===== config.mk =====
export PLATFORM = sky130hd
export DESIGN_NAME = multicycle_control
export DESIGN_NICKNAME = d
export VERILOG_FILES = /design/src/rtl/mips_pkg.sv /design/src/rtl/branch_cond.sv /design/src/rtl/multicycle_control.sv
export SDC_FILE = /design/constraint.sdc
export NUM_CORES = 1
export LEC_CHECK = 0
export BUFFER_PORTS_ARGS = -buffer_cell sky130_fd_sc_hd__buf_2
export CAP_MARGIN = 15
export CORE_ASPECT_RATIO = 0.75
export CORE_UTILIZATION = 51
export CTS_CLUSTER_SIZE = 20
export DETAILED_ROUTE_END_ITERATION = 10
export PLACE_DENSITY = 0.85
export SYNTH_ARGS = -nofsm -noshare
export SYNTH_HDL_FRONTEND = slang
export SYNTH_SLANG_ARGS = --single-unit

===== constraint.sdc =====
create_clock -name clk -period 2.1 [get_ports clk]
set_input_delay 0 -clock clk [delete_from_list [all_inputs] [get_ports clk]]
set_output_delay 0 -clock clk [all_outputs]
set_load 0.02 [all_outputs]

===== src/rtl/mips_pkg.sv =====
// Shared MIPS encodings: opcodes, function codes, ALU op codes, datapath select
// encodings and multicycle controller state codes.
package mips_pkg;

   typedef enum logic [3:0] {
      S_FETCH    = 4'd0,
      S_DECODE   = 4'd1,
      S_EXEC_R   = 4'd2,
      S_EXEC_I   = 4'd3,
      S_MEM_ADDR = 4'd4,
      S_MEM_RD   = 4'd5,
      S_MEM_WR   = 4'd6,
      S_WB_R     = 4'd7,
      S_WB_I     = 4'd8,
      S_WB_MEM   = 4'd9,
      S_BRANCH   = 4'd10,
      S_JUMP     = 4'd11,
      S_HALT     = 4'd12
   } state_t;

   typedef enum logic [2:0] {
      IC_RTYPE,
      IC_ITYPE,
      IC_MEM,
      IC_BRANCH,
      IC_JUMP,
      IC_ILLEGAL
   } iclass_t;

   localparam logic [5:0] OP_RTYPE  = 6'b000000;
   localparam logic [5:0] OP_REGIMM = 6'b000001;
   localparam logic [5:0] OP_J      = 6'b000010;
   localparam logic [5:0] OP_JAL    = 6'b000011;
   localparam logic [5:0] OP_BEQ    = 6'b000100;
   localparam logic [5:0] OP_BNE    = 6'b000101;
   localparam logic [5:0] OP_BLEZ   = 6'b000110;
   localparam logic [5:0] OP_BGTZ   = 6'b000111;
   localparam logic [5:0] OP_ADDI   = 6'b001000;
   localparam logic [5:0] OP_ADDIU  = 6'b001001;
   localparam logic [5:0] OP_SLTI   = 6'b001010;
   localparam logic [5:0] OP_ANDI   = 6'b001100;
   localparam logic [5:0] OP_ORI    = 6'b001101;
   localparam logic [5:0] OP_XORI   = 6'b001110;
   localparam logic [5:0] OP_LUI    = 6'b001111;
   localparam logic [5:0] OP_LB     = 6'b100000;
   localparam logic [5:0] OP_LW     = 6'b100011;
   localparam logic [5:0] OP_SB     = 6'b101000;
   localparam logic [5:0] OP_SW     = 6'b101011;

   localparam logic [5:0] FN_SYSCALL = 6'b001100;

   // ALU codes reuse the R-type func values so EXEC_R can pass func straight through.
   localparam logic [5:0] ALU_ADD  = 6'b100000;
   localparam logic [5:0] ALU_ADDU = 6'b100001;
   localparam logic [5:0] ALU_SUB  = 6'b100010;
   localparam logic [5:0] ALU_AND  = 6'b100100;
   localparam logic [5:0] ALU_OR   = 6'b100101;
   localparam logic [5:0] ALU_XOR  = 6'b100110;
   localparam logic [5:0] ALU_SLT  = 6'b101010;
   localparam logic [5:0] ALU_LUI  = 6'b001111;

   localparam logic [1:0] PC_SRC_ALU    = 2'd0;
   localparam logic [1:0] PC_SRC_ALUOUT = 2'd1;
   localparam logic [1:0] PC_SRC_JUMP   = 2'd2;

   localparam logic       SRC_A_PC = 1'b0;
   localparam logic       SRC_A_RS = 1'b1;

   localparam logic [1:0] SRC_B_RT      = 2'd0;
   localparam logic [1:0] SRC_B_FOUR    = 2'd1;
   localparam logic [1:0] SRC_B_IMM     = 2'd2;
   localparam logic [1:0] SRC_B_IMM_SH2 = 2'd3;

   localparam logic [1:0] DST_RT = 2'd0;
   localparam logic [1:0] DST_RD = 2'd1;
   localparam logic [1:0] DST_RA = 2'd2;

   localparam logic [1:0] M2R_ALUOUT = 2'd0;
   localparam logic [1:0] M2R_MDR    = 2'd1;
   localparam logic [1:0] M2R_PC     = 2'd2;

   function automatic iclass_t classify(input logic [5:0] op);
      case (op)
         OP_RTYPE:                                 return IC_RTYPE;
         OP_ADDI, OP_ADDIU, OP_SLTI, OP_ANDI,
         OP_ORI, OP_XORI, OP_LUI:                  return IC_ITYPE;
         OP_LB, OP_LW, OP_SB, OP_SW:               return IC_MEM;
         OP_BEQ, OP_BNE, OP_BLEZ, OP_BGTZ,
         OP_REGIMM:                                return IC_BRANCH;
         OP_J, OP_JAL:                             return IC_JUMP;
         default:                                  return IC_ILLEGAL;
      endcase
   endfunction

   function automatic logic [5:0] itype_alu_op(input logic [5:0] op);
      case (op)
         OP_ADDI:  return ALU_ADD;
         OP_ADDIU: return ALU_ADDU;
         OP_ANDI:  return ALU_AND;
         OP_ORI:   return ALU_OR;
         OP_XORI:  return ALU_XOR;
         OP_SLTI:  return ALU_SLT;
         OP_LUI:   return ALU_LUI;
         default:  return ALU_ADD;
      endcase
   endfunction

   function automatic logic is_store(input logic [5:0] op);
      return (op == OP_SW) || (op == OP_SB);
   endfunction

   function automatic logic is_zero_cmp_branch(input logic [5:0] op);
      return (op == OP_BLEZ) || (op == OP_BGTZ) || (op == OP_REGIMM);
   endfunction

endpackage


===== src/rtl/branch_cond.sv =====
// Branch decision from the SUB result flags; blez/bgtz/bgez compare rs against $0.
module branch_cond
   import mips_pkg::*;
(
   input  logic [5:0] opcode,
   input  logic       zero,
   input  logic       neg,
   output logic       taken
);

   always_comb begin
      taken = 1'b0;
      case (opcode)
         OP_BEQ:    taken = zero;
         OP_BNE:    taken = !zero;
         OP_BLEZ:   taken = zero || neg;
         OP_BGTZ:   taken = !zero && !neg;
         OP_REGIMM: taken = !neg;
         default:   taken = 1'b0;
      endcase
   end

endmodule


===== src/rtl/multicycle_control.sv =====
// Multicycle MIPS control FSM: sequences fetch/decode/execute/memory/writeback
// and drives datapath strobes and selects from the current state.
module multicycle_control
   import mips_pkg::*;
(
   input  logic       clk,
   input  logic       rst_n,
   input  logic [5:0] opcode,
   input  logic [5:0] func,
   input  logic       alu_zero,
   input  logic       alu_neg,
   input  logic       mem_ready,
   output logic       pc_write,
   output logic       ir_write,
   output logic       mem_read,
   output logic       mem_write,
   output logic       reg_write,
   output logic       iord,
   output logic [1:0] pc_src,
   output logic       alu_src_a,
   output logic [1:0] alu_src_b,
   output logic [5:0] alu_op,
   output logic [1:0] reg_dst,
   output logic [1:0] mem_to_reg,
   output logic       rt_force_zero,
   output logic       halted,
   output logic       illegal,
   output logic [3:0] state
);

   state_t state_q, state_d;
   logic   illegal_q, illegal_d;
   logic   br_taken;

   branch_cond u_branch_cond (
      .opcode (opcode),
      .zero   (alu_zero),
      .neg    (alu_neg),
      .taken  (br_taken)
   );

   always_ff @(posedge clk or negedge rst_n) begin
      if (!rst_n) begin
         state_q   <= S_FETCH;
         illegal_q <= 1'b0;
      end else begin
         state_q   <= state_d;
         illegal_q <= illegal_d;
      end
   end

   always_comb begin
      state_d       = state_q;
      illegal_d     = illegal_q;
      pc_write      = 1'b0;
      ir_write      = 1'b0;
      mem_read      = 1'b0;
      mem_write     = 1'b0;
      reg_write     = 1'b0;
      iord          = 1'b0;
      pc_src        = PC_SRC_ALU;
      alu_src_a     = SRC_A_PC;
      alu_src_b     = SRC_B_RT;
      alu_op        = '0;
      reg_dst       = DST_RT;
      mem_to_reg    = M2R_ALUOUT;
      rt_force_zero = 1'b0;
      halted        = 1'b0;
      illegal       = illegal_q;

      case (state_q)
         S_FETCH: begin
            mem_read  = 1'b1;
            alu_src_b = SRC_B_FOUR;
            alu_op    = ALU_ADD;
            if (mem_ready) begin
               ir_write = 1'b1;
               pc_write = 1'b1;
               state_d  = S_DECODE;
            end
         end
         S_DECODE: begin
            alu_src_b = SRC_B_IMM_SH2;
            alu_op    = ALU_ADD;
            case (classify(opcode))
               IC_RTYPE:  state_d = (func == FN_SYSCALL) ? S_HALT : S_EXEC_R;
               IC_ITYPE:  state_d = S_EXEC_I;
               IC_MEM:    state_d = S_MEM_ADDR;
               IC_BRANCH: state_d = S_BRANCH;
               IC_JUMP:   state_d = S_JUMP;
               default: begin
                  state_d   = S_HALT;
                  illegal_d = 1'b1;
               end
            endcase
         end
         S_EXEC_R: begin
            alu_src_a = SRC_A_RS;
            alu_src_b = SRC_B_RT;
            alu_op    = func;
            state_d   = S_WB_R;
         end
         S_EXEC_I: begin
            alu_src_a = SRC_A_RS;
            alu_src_b = SRC_B_IMM;
            alu_op    = itype_alu_op(opcode);
            state_d   = S_WB_I;
         end
         S_MEM_ADDR: begin
            alu_src_a = SRC_A_RS;
            alu_src_b = SRC_B_IMM;
            alu_op    = ALU_ADD;
            state_d   = is_store(opcode) ? S_MEM_WR : S_MEM_RD;
         end
         S_MEM_RD: begin
            mem_read = 1'b1;
            iord     = 1'b1;
            if (mem_ready) state_d = S_WB_MEM;
         end
         S_MEM_WR: begin
            mem_write = 1'b1;
            iord      = 1'b1;
            if (mem_ready) state_d = S_FETCH;
         end
         S_WB_R: begin
            reg_dst   = DST_RD;
            reg_write = 1'b1;
            state_d   = S_FETCH;
         end
         S_WB_I: begin
            reg_write = 1'b1;
            state_d   = S_FETCH;
         end
         S_WB_MEM: begin
            mem_to_reg = M2R_MDR;
            reg_write  = 1'b1;
            state_d    = S_FETCH;
         end
         S_BRANCH: begin
            alu_src_a     = SRC_A_RS;
            alu_src_b     = SRC_B_RT;
            alu_op        = ALU_SUB;
            pc_src        = PC_SRC_ALUOUT;
            rt_force_zero = is_zero_cmp_branch(opcode);
            pc_write      = br_taken;
            state_d       = S_FETCH;
         end
         S_JUMP: begin
            pc_write = 1'b1;
            pc_src   = PC_SRC_JUMP;
            if (opcode == OP_JAL) begin
               reg_write  = 1'b1;
               reg_dst    = DST_RA;
               mem_to_reg = M2R_PC;
            end
            state_d = S_FETCH;
         end
         S_HALT: begin
            halted = 1'b1;
         end
         default: state_d = S_FETCH;
      endcase

      // FETCH drives nonzero selects, so reset must also mask outputs combinationally.
      if (!rst_n) begin
         pc_write      = 1'b0;
         ir_write      = 1'b0;
         mem_read      = 1'b0;
         mem_write     = 1'b0;
         reg_write     = 1'b0;
         iord          = 1'b0;
         pc_src        = '0;
         alu_src_a     = 1'b0;
         alu_src_b     = '0;
         alu_op        = '0;
         reg_dst       = '0;
         mem_to_reg    = '0;
         rt_force_zero = 1'b0;
         halted        = 1'b0;
         illegal       = 1'b0;
      end
   end

   assign state = state_q;

endmodule


==> impl_results.md, run 1 <==
* Syn Area/Cell at between 7 and 8 um2
* Leakage at 0.623 nW
* Final #Nets at ~210
* Minimum clock period at 1.92 ns
* Number of buffers inserted by port buffering at 44
* FF-to-FF Start: state[3]
* Total track usage at between 30% and 40%
* Worst Path Required at ~2.1 ns
* Outcome: completed
* CTS tree: done
* Initial drt markers at 52
* Slew Viols, Final at 0
* Total CTS buffers at 3
* Max-Cap Viols at 0
* H-Tree Depth at 1
* DR WL/cell at between 15 and 20 um
* Placeable core region at 0.00181 mm2
* Die Area at ~0.0022 mm2
* Netlist Area Pre-Place at between 0.001 and 0.0015 mm2
* Setup TNS at 0 ns
* Synth Flop Type: dfrtp_1
* Critical Path Start Type: flop
* # diodes at 0
* Vias/cell at ~6.3
* Clock Latency Late Sink at between 0.2 and 0.25 ns
* Vias in the first global route at 1073
* Root Driver: clkbuf_4
* DRC Markers at 0
* Sequential share of the synthesized area at between 10% and 20%
* Worst Path Max Fanout at 19
* Post-CTS setup buffer count at 0
* Worst Reg-to-Reg Cells at 4
* Global-route wire length before repair at between 4 and 5 mm
* Least-Margin Pin Slew at approximately 0.62 ns
* Die Y at between 40 and 50 um
* Synth Register Bits at 5
* Vias after detailed routing at approximately 1300
* FP Rows at 13
* Syn. warnings at 0
* CTS clk-pin slew, worst paths at 0.05 ns
* Initial antenna violation count at 0
* Mapped Nets at between 150 and 200
* Nature of the critical path endpoint: output pin
* Share of the synthesized area in the top cell type at between 10 and 15%
* Synth cell count leaders: nor2_1, a21oi_1, nand2_1, o21ai_0
* Overflow after GRT at 0
* Chip Width at around 54 um
* Routed Antenna Nets at 0
* Dpl cell area at approximately 0.0012 mm2
* Share of cells above drive strength 1 at a little over a third
* Area grow syn2layout at 24.5%
* Largest net degree at the start of global routing at 20
* Critical path's slowest cell: dfrtp_1
* Pre-antenna DRT Iters at 5
* Synthesized instance count at about 150
* HP Class: input pin to async pin
* Initial Util at a little under three fifths
* I/O Pins at 45
* Final instance area at around 0.0013 mm2
* Most frequent cell after synthesis: nor2_1
* RSZ-0062 raised after global routing: no
* Critical Path AT at 1.92 ns
* Main area contributors after synthesis: dfrtp_1, nor2_1, a21oi_1
* WL final at roughly 3.2 mm
* Peak Freq at approximately 0.52 GHz
* Crit-path cells: nor2_2, nand2_1, a41o_1, a21oi_1, buf_2
* Longest Clk Path Bufs at 2
* Fillers at between 150 and 200
* Asr flop ratio synth at 100%
* Final setup viols at 0
* Post-synth EDFFs at 0
* Cell taking the most area after synthesis: dfrtp_1
* Slew HR at 58.1%
* Count of final hold-check violations at 0
* Critical path type: flop to output pin
* Power Dens Cells at roughly 950 mW/mm2
* Crit Reg-Reg Endpoint: state[2]
* RePlAce Congestion at 0.935
* R2R setup slack at 0.45 ns
* CTS sink cnt at 5
* Critical Path Max Stage Delay at ~0.60 ns
* Max VDD drop at 0.796 mV
* Clock skew at ~0.0066 ns
* Yosys cell types at 50
* HPWL Detailed at ~2.5 mm
* Tcrit/Tclk final at 91.4%
-- cells by family (layout without fill, tap and decap cells) --
group | Yosys count | in the layout | share of synthesized area [%]
compound gates | 41 | 41 | 28.5
fa+ha+maj | 4 | 4 | 4.88
buf+inv | 15 | 59 | 8.79
flops | 5 | 5 | 12.2
mux | 5 | 5 | 5.01
simple gates | 76 | 76 | 40.7
-- metal layers --
layer,global-route usage (%),share of wire [%],vias up
met1,39.2,44,605
met5,0,0,-
met2,50.0,44,87
met4,19.7,3.5,0
li1,-,-,625
met3,2.59,8.2,21
-- sequential cells by signal, indices dropped and copies added, names as in the netlist --
name       cells
illegal_q      1
state          4
-- placed cells by master (no fill, tap or decap), drive strengths merged, types with 2 or more instances in the layout --
cell type / n
buf: 47
nor2: 22
a21oi: 11
o21ai: 9
nand2: 8
inv: 7
nor3: 7
nand2b: 5
nor2b: 5
nand3: 5
dfrtp: 5
mux2i: 4
ha: 4
or2: 4
clkbuf: 4
and2: 4
a22oi: 3
a31oi: 3
and3: 3
nor3b: 2
a32o: 2
nor4b: 2
or3b: 2
-- through the flow --
| stage | utilization (%) | total power [mW] | instances | hold slack (ns) | setup slack (ns) |
|---|---|---|---|---|---|
| 3_5_place_dp | 68.2 | 1.08 | 207 | -0.115 | 0.359 |
| 6_report | 70.7 | 1.21 | 212 | 0.193 | 0.181 |
| 2_1_floorplan | - | 0.880 | 146 | -0.296 | 0.403 |
| 3_3_place_gp | 68.2 | 1.04 | 207 | -0.117 | 0.450 |
| 5_1_grt | 70.7 | 1.31 | 212 | 0.197 | 0.112 |
| 4_1_cts | 70.2 | 1.20 | 212 | 0.156 | 0.0769 |
-- layout make-up --
| type | instances | area (um2) | area share [%] |
|---|---|---|---|
| Multi-Input combinational cell | 126 | 818 | 64.1 |
| Inverter | 7 | 26.3 | 2.06 |
| Tap cell | 22 | 27.5 | 2.16 |
| Timing Repair Buffer | 48 | 253 | 19.8 |
| Sequential cell | 5 | 125 | 9.80 |
| Clock buffer | 4 | 26.3 | 2.06 |
-- worst max-delay path by stage --
stage | from | to | slack, ns
global placement | state[3] | alu_op[5] | 0.45
CTS | state[3] | alu_op[5] | 0.08
detailed placement | state[3] | alu_op[5] | 0.36
finish | state[3] | alu_op[5] | 0.18
floorplan | state[0] | alu_op[0] | 0.40
global route | state[3] | alu_op[5] | 0.11
-- worst max-delay path, delay by kind of cell, from the launching register on --
kind	cells	cell delay, ns
AO/OA/AOI/OAI	2	0.37
buffers and inverters	1	0.19
flip-flops	1	0.60
AND/OR/NAND/NOR	2	0.52
-- report_power, final --
group          switching, mW  total [mW]  internal, mW
logic                  0.512       0.846         0.334
registers              0.122       0.256         0.134
clock network         0.0400       0.112        0.0719
-- what timing repair did --
action,CTS,global route
gates resized for setup,0,2
endpoints found under the hold margin,5,0
setup endpoints to repair,0,3
hold buffers,1,0
(Power assumes the default switching activity.)
==> run 2: changes to the inputs <==
--- a/config.mk
+++ b/config.mk
@@ -7,11 +7,14 @@
 export LEC_CHECK = 0
 export BUFFER_PORTS_ARGS = -buffer_cell sky130_fd_sc_hd__buf_2
 export CAP_MARGIN = 15
+export CELL_PAD_IN_SITES_DETAIL_PLACEMENT = 0
+export CELL_PAD_IN_SITES_GLOBAL_PLACEMENT = 1
 export CORE_ASPECT_RATIO = 0.75
-export CORE_UTILIZATION = 51
+export CORE_UTILIZATION = 35
 export CTS_CLUSTER_SIZE = 20
 export DETAILED_ROUTE_END_ITERATION = 10
-export PLACE_DENSITY = 0.85
+export MAX_ROUTING_LAYER = met4
+export PLACE_DENSITY_LB_ADDON = 0.1
 export SYNTH_ARGS = -nofsm -noshare
 export SYNTH_HDL_FRONTEND = slang
 export SYNTH_SLANG_ARGS = --single-unit
==> impl_results.md, run 2 (synthesis gave the netlist of run 1 again) <==
* Final setup viols at 0 (unchanged)
* CTS sink cnt at 5 (unchanged)
* Number of buffers inserted by port buffering at 44 (unchanged)
* Overflow after GRT at 0 (unchanged)
* Most common cell after layout, fill and taps aside: buf_2
* Initial antenna violation count at 0 (unchanged)
* Slew HR at 54.5% (-3.6 points)
* # diodes at 0 (unchanged)
* Vias in the first global route at 1086 (+1.2%)
* Share of cells above drive strength 1 at 35.4% (-0.34 points)
* Minimum clock period at 1.95 ns (+0.0269 ns)
* RePlAce Congestion at 0.815 (-13%)
* DRC Markers at 0 (unchanged)
* Post-CTS setup buffer count at 0 (unchanged)
* FF/Latch Area at 125 um2 (unchanged)
* Power Dens Cells at 974 mW/mm2 (+2.4%)
* CTS clk-pin slew, worst paths at 0.04 ns (about the same)
* Clock skew at 0.00343 ns (-0.00316 ns)
* Max VDD drop at 0.759 mV (-4.6%)
* Peak Freq at 0.514 GHz (-1.4%)
* Crit Reg-Reg Endpoint: state[2]
* Final instance area at 0.00131 mm2 (+2.3%)
* Worst setup endpoint: alu_op[5]
* Global-route wire length before repair at 5.34 mm (+14%)
* WL final at 3.23 mm (+0.44%)
* Outcome: completed
* Tcrit/Tclk final at 92.7% (+1.3 points)
* Chip Width at 64.5 um (+20%)
* Initial drt markers at 128 (+150%)
* Max-Cap Viols at 0 (unchanged)
* Setup TNS at 0 ns (unchanged)
* Fillers at 288 (+86%)
* Root Driver: clkbuf_8
* Longest Clk Path Bufs at 2 (unchanged)
* CTS tree: done
* Max FFs per register at 4 (unchanged)
* Commonest cells after routing, fill and taps aside: buf_2, nor2_1, a21oi_1, nand2_1, o21ai_0
* CP Launch Point: state[3]
* Die Area at 0.00315 mm2 (+44%)
* Placeable core region at 0.00270 mm2 (+50%)
* Worst Path Max Fanout at 19 (unchanged)
* Slew Viols, Final at 0 (unchanged)
* Critical path type: flop to output pin
* Worst Reg-to-Reg Cells at 4 (unchanged)
* Critical Path AT at 1.95 ns (+0.03 ns)
* HPWL Detailed at 2.55 mm (+3.2%)
* Count of final hold-check violations at 0 (unchanged)
* Clock Latency Late Sink at 0.22 ns (-0.02 ns)
* Area grow syn2layout at 27.4%
* Critical Path Start Type: flop
* HP Class: input pin to async pin
* H-Tree Depth at 1 (unchanged)
* Die Y at 48.9 um (+20%)
* Total track usage at 21.9% (-8.6 points)
* Largest net degree at the start of global routing at 20 (unchanged)
* DR WL/cell at 14.3 um (-5.4%)
* Routed Antenna Nets at 0 (unchanged)
* Multi-input combinational cell area at 818 um2 (unchanged)
* I/O Pins at 45 (unchanged)
* Worst Path Required at 2.10 ns (about the same)
* Vias after detailed routing at 1271 (-5.0%)
* FF-to-FF Start: state[3]
* Final #Nets at 211 (-0.47%)
* Least-Margin Pin Slew at 0.673 ns (+0.0532 ns)
* Dpl cell area at 0.00124 mm2 (+0.81%)
* FP Rows at 16 (+3)
* Pre-antenna DRT Iters at 4 (-1)
* RSZ-0062 raised after global routing: no
* Leakage at 0.625 nW (+0.40%)
* Vias/cell at 5.65 (-10%)
* Total CTS buffers at 3 (unchanged)
* R2R setup slack at 0.46 ns (about the same)
* Nature of the critical path endpoint: output pin
* Initial Util at 37.9% (-19 points)
## run 2: routing by layer
layer / GRT usage [%] / routed length, um / up-vias
li1: - / - / 625
met1: 32.4 / 1640 / 586
met2: 31.6 / 1360 / 55
met3: 1.87 / 205 / 5
met4: 5.56 / 28 / 0
met5: - / 0 / -
## run 2: cell type report
type	count	area share, %
Clock buffer	4	3.45
Inverter	7	2.01
Multi-Input combinational cell	126	62.7
Sequential cell	5	9.59
Tap cell	36	3.45
Timing Repair Buffer	47	18.8
## run 2: metrics by stage
stage / setup slack [ns] / utilization (%) / hold WS [ns] / cells / total power, mW
6_report: 0.154 / 48.3 / 0.206 / 225 / 1.27
3_3_place_gp: 0.249 / 45.9 / -0.111 / 220 / 1.08
5_1_grt: 0.0415 / 48.3 / 0.236 / 225 / 1.39
4_1_cts: 0.0228 / 48.0 / 0.188 / 225 / 1.26
3_5_place_dp: 0.262 / 45.9 / -0.112 / 220 / 1.08
2_1_floorplan: 0.403 / - / -0.296 / 146 / 0.880
## run 2: worst min path at each step
stage	start	end	slack, ns
global route	rst_n	state[1]	0.24
floorplan	rst_n	illegal_q	-0.30
CTS	rst_n	state[1]	0.19
finish	rst_n	state[0]	0.21
global placement	rst_n	state[1]	-0.11
detailed placement	rst_n	state[1]	-0.11
## run 2: what timing repair did
action                                 in CTS  in global routing
hold buffers                                1                  0
gates resized for setup                     0                  2
endpoints found under the hold margin       5                  0
setup endpoints to repair                   0                  5
## run 2: critical path: stages, from the launching register on
cell and delay [ns]:
dfrtp_1 0.60, nor2_2 0.39, nand2_1 0.16, a41o_1 0.23
a21oi_1 0.15, buf_2 0.19
## run 2: report_power, final
| group | internal (mW) | switching (mW) |
|---|---|---|
| Clock | 0.130 | 0.0470 |
| Combinational | 0.333 | 0.501 |
| Sequential | 0.134 | 0.126 |
